==> config.mk <==
export PLATFORM = sky130hd
export DESIGN_NAME = md_unit_flat
export DESIGN_NICKNAME = d
export VERILOG_FILES = /design/src/rtl/md_unit_if.sv /design/src/rtl/md_unit.sv /design/src/flat_wrapper.sv
export SDC_FILE = /design/constraint.sdc
export NUM_CORES = 2
export LEC_CHECK = 0
export ABC_AREA = 1
export BUFFER_PORTS_ARGS = -buffer_cell sky130_fd_sc_hd__buf_4
export CAP_MARGIN = 20
export CORE_MARGIN = 1
export CORE_UTILIZATION = 35
export CTS_CLUSTER_DIAMETER = 50
export DETAILED_ROUTE_END_ITERATION = 6
export GPL_TIMING_DRIVEN = 0
export SYNTH_ARGS = -nofsm -noshare
export SYNTH_HDL_FRONTEND = slang
export SYNTH_SLANG_ARGS = --single-unit
export TNS_END_PERCENT = 30
==> constraint.sdc <==
create_clock -name clk -period 194.5 [get_ports clk]
set_input_delay 38.9 -clock clk [delete_from_list [all_inputs] [get_ports clk]]
set_output_delay 38.9 -clock clk [all_outputs]
set_load 0.05 [all_outputs]
==> src/rtl/md_unit_if.sv <==
// Handshake/data bundle between the E stage and the multiply/divide unit.
//   start : E-stage MD op valid this cycle (one-cycle pulse)
//   op    : 0 MULT, 1 MULTU, 2 DIV, 3 DIVU, 4 MTHI, 5 MTLO, 6-7 no-op
//   a, b  : rs / rt operands (forwarded)
//   busy  : arithmetic op in flight
//   hi/lo : architectural HI/LO registers
interface md_unit_if;
  logic        start;
  logic [2:0]  op;
  logic [31:0] a;
  logic [31:0] b;
  logic        busy;
  logic [31:0] hi;
  logic [31:0] lo;

  // Pipeline side drives operands and samples status/results.
  modport master (output start, op, a, b, input busy, hi, lo);
  // Unit side.
  modport slave (input start, op, a, b, output busy, hi, lo);
endinterface

==> src/rtl/md_unit.sv <==
// Multi-cycle multiply/divide unit holding the HI/LO register pair.
// Ports:
//   clk : rising-edge clock
//   rst : asynchronous active-high reset
//   md  : md_unit_if.slave (start/op/a/b in, busy/hi/lo out, all outputs registered)
// An accepted MULT/MULTU/DIV/DIVU holds busy high for exactly MUL_CYCLES or
// DIV_CYCLES cycles; HI/LO update on the edge where busy falls. MTHI/MTLO write
// in one cycle without raising busy. Starts while busy are dropped.
module md_unit #(
  parameter int unsigned MUL_CYCLES = 5,
  parameter int unsigned DIV_CYCLES = 10
) (
  input logic      clk,
  input logic      rst,
  md_unit_if.slave md
);

  localparam int unsigned MaxCycles = (MUL_CYCLES > DIV_CYCLES) ? MUL_CYCLES : DIV_CYCLES;
  localparam int unsigned CntW      = $clog2(MaxCycles + 1);

  typedef enum logic {StIdle, StRun} state_e;

  state_e            state_q, state_d;
  logic [CntW-1:0]   cnt_q, cnt_d;
  logic [1:0]        op_q, op_d;
  logic [31:0]       a_q, a_d;
  logic [31:0]       b_q, b_d;
  logic [31:0]       hi_q, hi_d;
  logic [31:0]       lo_q, lo_d;
  logic              busy_q, busy_d;

  // Arithmetic on the latched operands. Signed ops go through magnitudes so
  // the 0x80000000 / -1 case wraps naturally and no signed divide is needed.
  logic        is_signed, is_div;
  logic        a_neg, b_neg;
  logic [31:0] a_mag, b_mag;
  logic [63:0] prod_mag, prod;
  logic [31:0] quo_mag, rem_mag, quo, rem;

  always_comb begin
    is_signed = ~op_q[0];
    is_div    = op_q[1];
    a_neg     = is_signed & a_q[31];
    b_neg     = is_signed & b_q[31];
    a_mag     = a_neg ? (32'd0 - a_q) : a_q;
    b_mag     = b_neg ? (32'd0 - b_q) : b_q;
    prod_mag  = {32'd0, a_mag} * {32'd0, b_mag};
    prod      = (a_neg ^ b_neg) ? (64'd0 - prod_mag) : prod_mag;
    // Guarded so a zero divisor never feeds the divider; result unused then.
    if (b_mag == 32'd0) begin
      quo_mag = 32'd0;
      rem_mag = 32'd0;
    end else begin
      quo_mag = a_mag / b_mag;
      rem_mag = a_mag % b_mag;
    end
    quo = (a_neg ^ b_neg) ? (32'd0 - quo_mag) : quo_mag;
    // Remainder follows the sign of the dividend.
    rem = a_neg ? (32'd0 - rem_mag) : rem_mag;
  end

  always_comb begin
    state_d = state_q;
    cnt_d   = cnt_q;
    op_d    = op_q;
    a_d     = a_q;
    b_d     = b_q;
    hi_d    = hi_q;
    lo_d    = lo_q;
    busy_d  = busy_q;
    unique case (state_q)
      StIdle: begin
        if (md.start) begin
          if (!md.op[2]) begin
            state_d = StRun;
            op_d    = md.op[1:0];
            a_d     = md.a;
            b_d     = md.b;
            cnt_d   = md.op[1] ? CntW'(DIV_CYCLES) : CntW'(MUL_CYCLES);
            busy_d  = 1'b1;
          end else if (md.op == 3'd4) begin
            hi_d = md.a;
          end else if (md.op == 3'd5) begin
            lo_d = md.a;
          end
        end
      end
      StRun: begin
        // Incoming starts are ignored here; the op in flight always completes.
        cnt_d = cnt_q - CntW'(1);
        if (cnt_q == CntW'(1)) begin
          state_d = StIdle;
          busy_d  = 1'b0;
          if (is_div) begin
            if (b_q != 32'd0) begin
              hi_d = rem;
              lo_d = quo;
            end
          end else begin
            hi_d = prod[63:32];
            lo_d = prod[31:0];
          end
        end
      end
      default: begin
        state_d = StIdle;
        busy_d  = 1'b0;
      end
    endcase
  end

  always_ff @(posedge clk or posedge rst) begin
    if (rst) begin
      state_q <= StIdle;
      cnt_q   <= '0;
      op_q    <= '0;
      a_q     <= '0;
      b_q     <= '0;
      hi_q    <= '0;
      lo_q    <= '0;
      busy_q  <= 1'b0;
    end else begin
      state_q <= state_d;
      cnt_q   <= cnt_d;
      op_q    <= op_d;
      a_q     <= a_d;
      b_q     <= b_d;
      hi_q    <= hi_d;
      lo_q    <= lo_d;
      busy_q  <= busy_d;
    end
  end

  assign md.busy = busy_q;
  assign md.hi   = hi_q;
  assign md.lo   = lo_q;

endmodule

==> src/flat_wrapper.sv <==
// flat-port wrapper written by rule: the top's interface ports become plain ports
module md_unit_flat 
#(
  parameter int unsigned MUL_CYCLES = 5,
  parameter int unsigned DIV_CYCLES = 10
)
  (clk, rst, md_start, md_op, md_a, md_b, md_busy, md_hi, md_lo);
  md_unit_if md_i ();
  input logic clk;
  input logic rst;
  input wire logic [$bits(md_i.start)-1:0] md_start;
  input wire logic [$bits(md_i.op)-1:0] md_op;
  input wire logic [$bits(md_i.a)-1:0] md_a;
  input wire logic [$bits(md_i.b)-1:0] md_b;
  output wire logic [$bits(md_i.busy)-1:0] md_busy;
  output wire logic [$bits(md_i.hi)-1:0] md_hi;
  output wire logic [$bits(md_i.lo)-1:0] md_lo;
  assign md_i.start = md_start;
  assign md_i.op = md_op;
  assign md_i.a = md_a;
  assign md_i.b = md_b;
  assign md_busy = md_i.busy;
  assign md_hi = md_i.hi;
  assign md_lo = md_i.lo;
  md_unit #(.MUL_CYCLES(MUL_CYCLES), .DIV_CYCLES(DIV_CYCLES)) u_core (.clk(clk), .rst(rst), .md(md_i));
endmodule
==> metrics.md <==
| Metric | Value |
|---|---|
| Outcome | `complete, but fails checks` |
| Failing checks | `design-rule violations` |
| Finished Core Util | `0.380` |
| DR pass1 iterations | `7` |
| Worst Path Required | `194.88 ns` |
| Setup violations, final | `0` |
| Netlist cell types | `just over 90` |
| Port bufs | `134` |
| Final worst clock skew | `roughly 0.023 ns` |
| Largest delay share family, worst path | `simple AND/OR/NAND/NOR gates` |
| Area leader, netlist | `fa_1` |
| Cell Area, Placed | `~81,000 um2` |
| CP Class | `flip-flop to flip-flop` |
| Final period util | `0.444` |
| Depth of the worst register-to-register path | `between 500 and 600` |
| CP bufs+invs | `81` |
| Antenna Violating Nets Remaining | `0` |
| CTS HTree Levels | `4` |
| Wirelength, routed | `326 mm` |
| CP most frequent cell | `nand2_1` |
| Num rows | `170` |
| CTS tree | `built` |
| Final setup TNS | `0 ns` |
| Die footprint | `218,000 um2` |
| Max_cap viols | `0` |
| Post-CTS sizing | `0` |
| Largest net degree at the start of global routing | `78` |
| Hold_buf cts | `0` |
| Synthesized Nets | `13,100` |
| Nets | `13,300` |
| Worst EP arrival | `between 80 and 90 ns` |
| Ys Warns | `0` |
| Cell Area, Synth | `75,500 um2` |
| Num CTS Buffers | `17` |
| Worst-path fanout max | `41` |
| Initial antenna violation count | `24` |
| Finished Cell Area | `81,500 um2` |
| Slew Limit Fails | `0` |
| Wirelength per Cell | `22.7 um` |
| CP Depth | `515` |
| Hold path depth | `2` |
| Post-Synthesis Mean Instance Area | `roughly 6.7 um2` |
| Achievable Freq | `approximately 0.012 GHz` |
| Measured slew at the worst slew-check pin | `1.29 ns` |
| Area contributors post-synth | `fa_1 24%, nand2_1 15%, ha_1 13%` |
| Synth Instances | `11,300` |
| Die height | `466 um` |
| Ports | `135` |
| Total track usage | `0.297` |
| RSZ-0062 raised after global routing | `false` |
| Clock transition at path regs | `0.08 ns` |
| Yosys top cell area share | `0.238` |
| Starting Density | `0.352` |
| Worst Setup Start Kind | `flip-flop` |
| Via count | `76,800` |
| First-pass GRT wire length | `478 mm` |
| Share of layout cells above drive strength 1 | `0.0647` |
| Final Hold Fails | `0` |
| Seq/Total Area, Yosys | `0.0451` |
| Filler cells | `about 23,000` |
| Final min period | `roughly 86 ns` |
| Worst skew pair latency | `0.51 ns` |
| Core ar. | `214,000 um2` |
| DRC errors left | `14` |
| Starting DRT DRC Count | `approximately 7,600` |
| Synth async-reset ratio | `1.00` |
| Placer Congestion | `1.05` |
| DR vias/cell | `5.34` |
| Sink Count | `136` |
| Placed wire-length estimate | `between 200 and 300 mm` |
| Clock Tree Buf Depth | `2` |
| Clock root buffer | `clkbuf_16` |
| Width of the die | `466 um` |
| Hold Path Class | `flip-flop to flip-flop` |
| Number of global-route vias before repair | `about 74,000` |
| CP peak stage delay | `0.80 ns` |
| #FFs+latches synth | `136` |
| Post-synth EDFFs | `0` |
| Total grt overflow | `0` |
| Slowest cell on crit path | `nor4b_1` |
| Setup Fix Bufs, Post-CTS | `0` |
| Top FF cell, synth | `dfrtp_1` |
| Max-slew headroom | `0.142` |
| Synth-to-Final Area Change | `7.93%` |
| Hold WS | `0.497 ns` |
| Critical path capture point type | `flip-flop` |
==> stage by stage <==
step	setup WS, ns	instances
3_3_place_gp	107.20	14300
3_5_place_dp	109.93	14300
2_1_floorplan	128.48	11300
4_1_cts	109.57	14400
5_1_grt	100.08	14400
6_report	108.21	14400
==> tightest hold or removal path, stage by stage, from the launching register on <==
cell and delay (ns):
dfrtp_1 0.35, nand2_1 0.05, o21ai_0 0.06
==> metal layers <==
layer,up-vias,global-route usage,part of all wire
li1,36000,-,-
met5,-,0,0.0014
met1,36400,0.375,0.40
met3,836,0.0821,0.11
met2,3574,0.458,0.42
met4,28,0.160,0.067
==> state kept, by name, summed over array words and instances, names as in the netlist <==
name	cells
u_core.md.hi	32
u_core.state_q	1
u_core.md.busy	1
u_core.md.lo	32
u_core.cnt_q	4
u_core.a_q	32
u_core.op_q	2
u_core.b_q	32
==> final timing paths <==
kind,from,endpoint,slack [ns]
setup / recovery,u_core.b_q[0],u_core.md.hi[28],108.21
hold reg to reg,u_core.md.hi[26],u_core.md.hi[26],0.50
max in group asynchronous,rst,u_core.md.lo[22],155.06
min in group asynchronous,rst,u_core.cnt_q[3],38.56
hold / removal,u_core.md.hi[26],u_core.md.hi[26],0.50
setup reg to reg,u_core.b_q[0],u_core.md.hi[28],108.21
==> Yosys cell counts, types with 105 or more instances <==
library cell     n
nand3_1        502
xor2_1         295
nand4_1        105
inv_1         2138
xnor2_1        112
nor3_1         157
ha_1           804
clkbuf_1       197
o21ai_0        413
nand2_1       2982
dfrtp_1        136
a21oi_1        713
nor2_1         707
fa_1           897
==> kinds of logic (layout without fill, tap and decap cells) <==
family                   Yosys count  after routing  synth area share
multiplexers                       2              2          0.000331
AO/OA/AOI/OAI                   1619           1619             0.123
buffers and inverters           2570           2776             0.133
flip-flops                       136            136            0.0451
adder cells (fa/ha/maj)         1701           1701             0.371
AND/OR/NAND/NOR                 4878           4878             0.279
other                              0             16                 0
XOR/XNOR                         409            409            0.0478
==> cell type report <==
class	count	area (um2)	share of cell area
Multi-Input combinational cell	8609	62100	0.762
Timing Repair Buffer	174	1760	0.0216
Clock inverter	14	151	0.00186
Inverter	2232	8410	0.103
Antenna cell	16	40.0	0.000491
Sequential cell	136	3400	0.0418
Tap cell	2838	3550	0.0436
Clock buffer	18	439	0.00539
Buffer	338	1680	0.0206
==> placed cells by master, fill, tap and decap left out, types with 42 or more instances in the layout <==
| cell type | count |
|---|---|
| nand2_2 | 74 |
| buf_4 | 177 |
| or2_2 | 93 |
| a21boi_0 | 67 |
| fa_1 | 897 |
| inv_1 | 2131 |
| xnor2_1 | 112 |
| clkbuf_1 | 190 |
| nor3_1 | 157 |
| xor2_1 | 295 |
| nand3_1 | 502 |
| nor4_1 | 47 |
| o21ai_0 | 413 |
| a21oi_1 | 712 |
| dfrtp_1 | 136 |
| nor2_1 | 707 |
| o22ai_1 | 47 |
| nand4_1 | 105 |
| buf_1 | 42 |
| ha_1 | 804 |
| inv_2 | 75 |
| o21ai_1 | 53 |
| nand2_1 | 2982 |
Power is not shown: default switching activity piles up to over one toggle a cycle in this logic, so the estimate is an artifact.
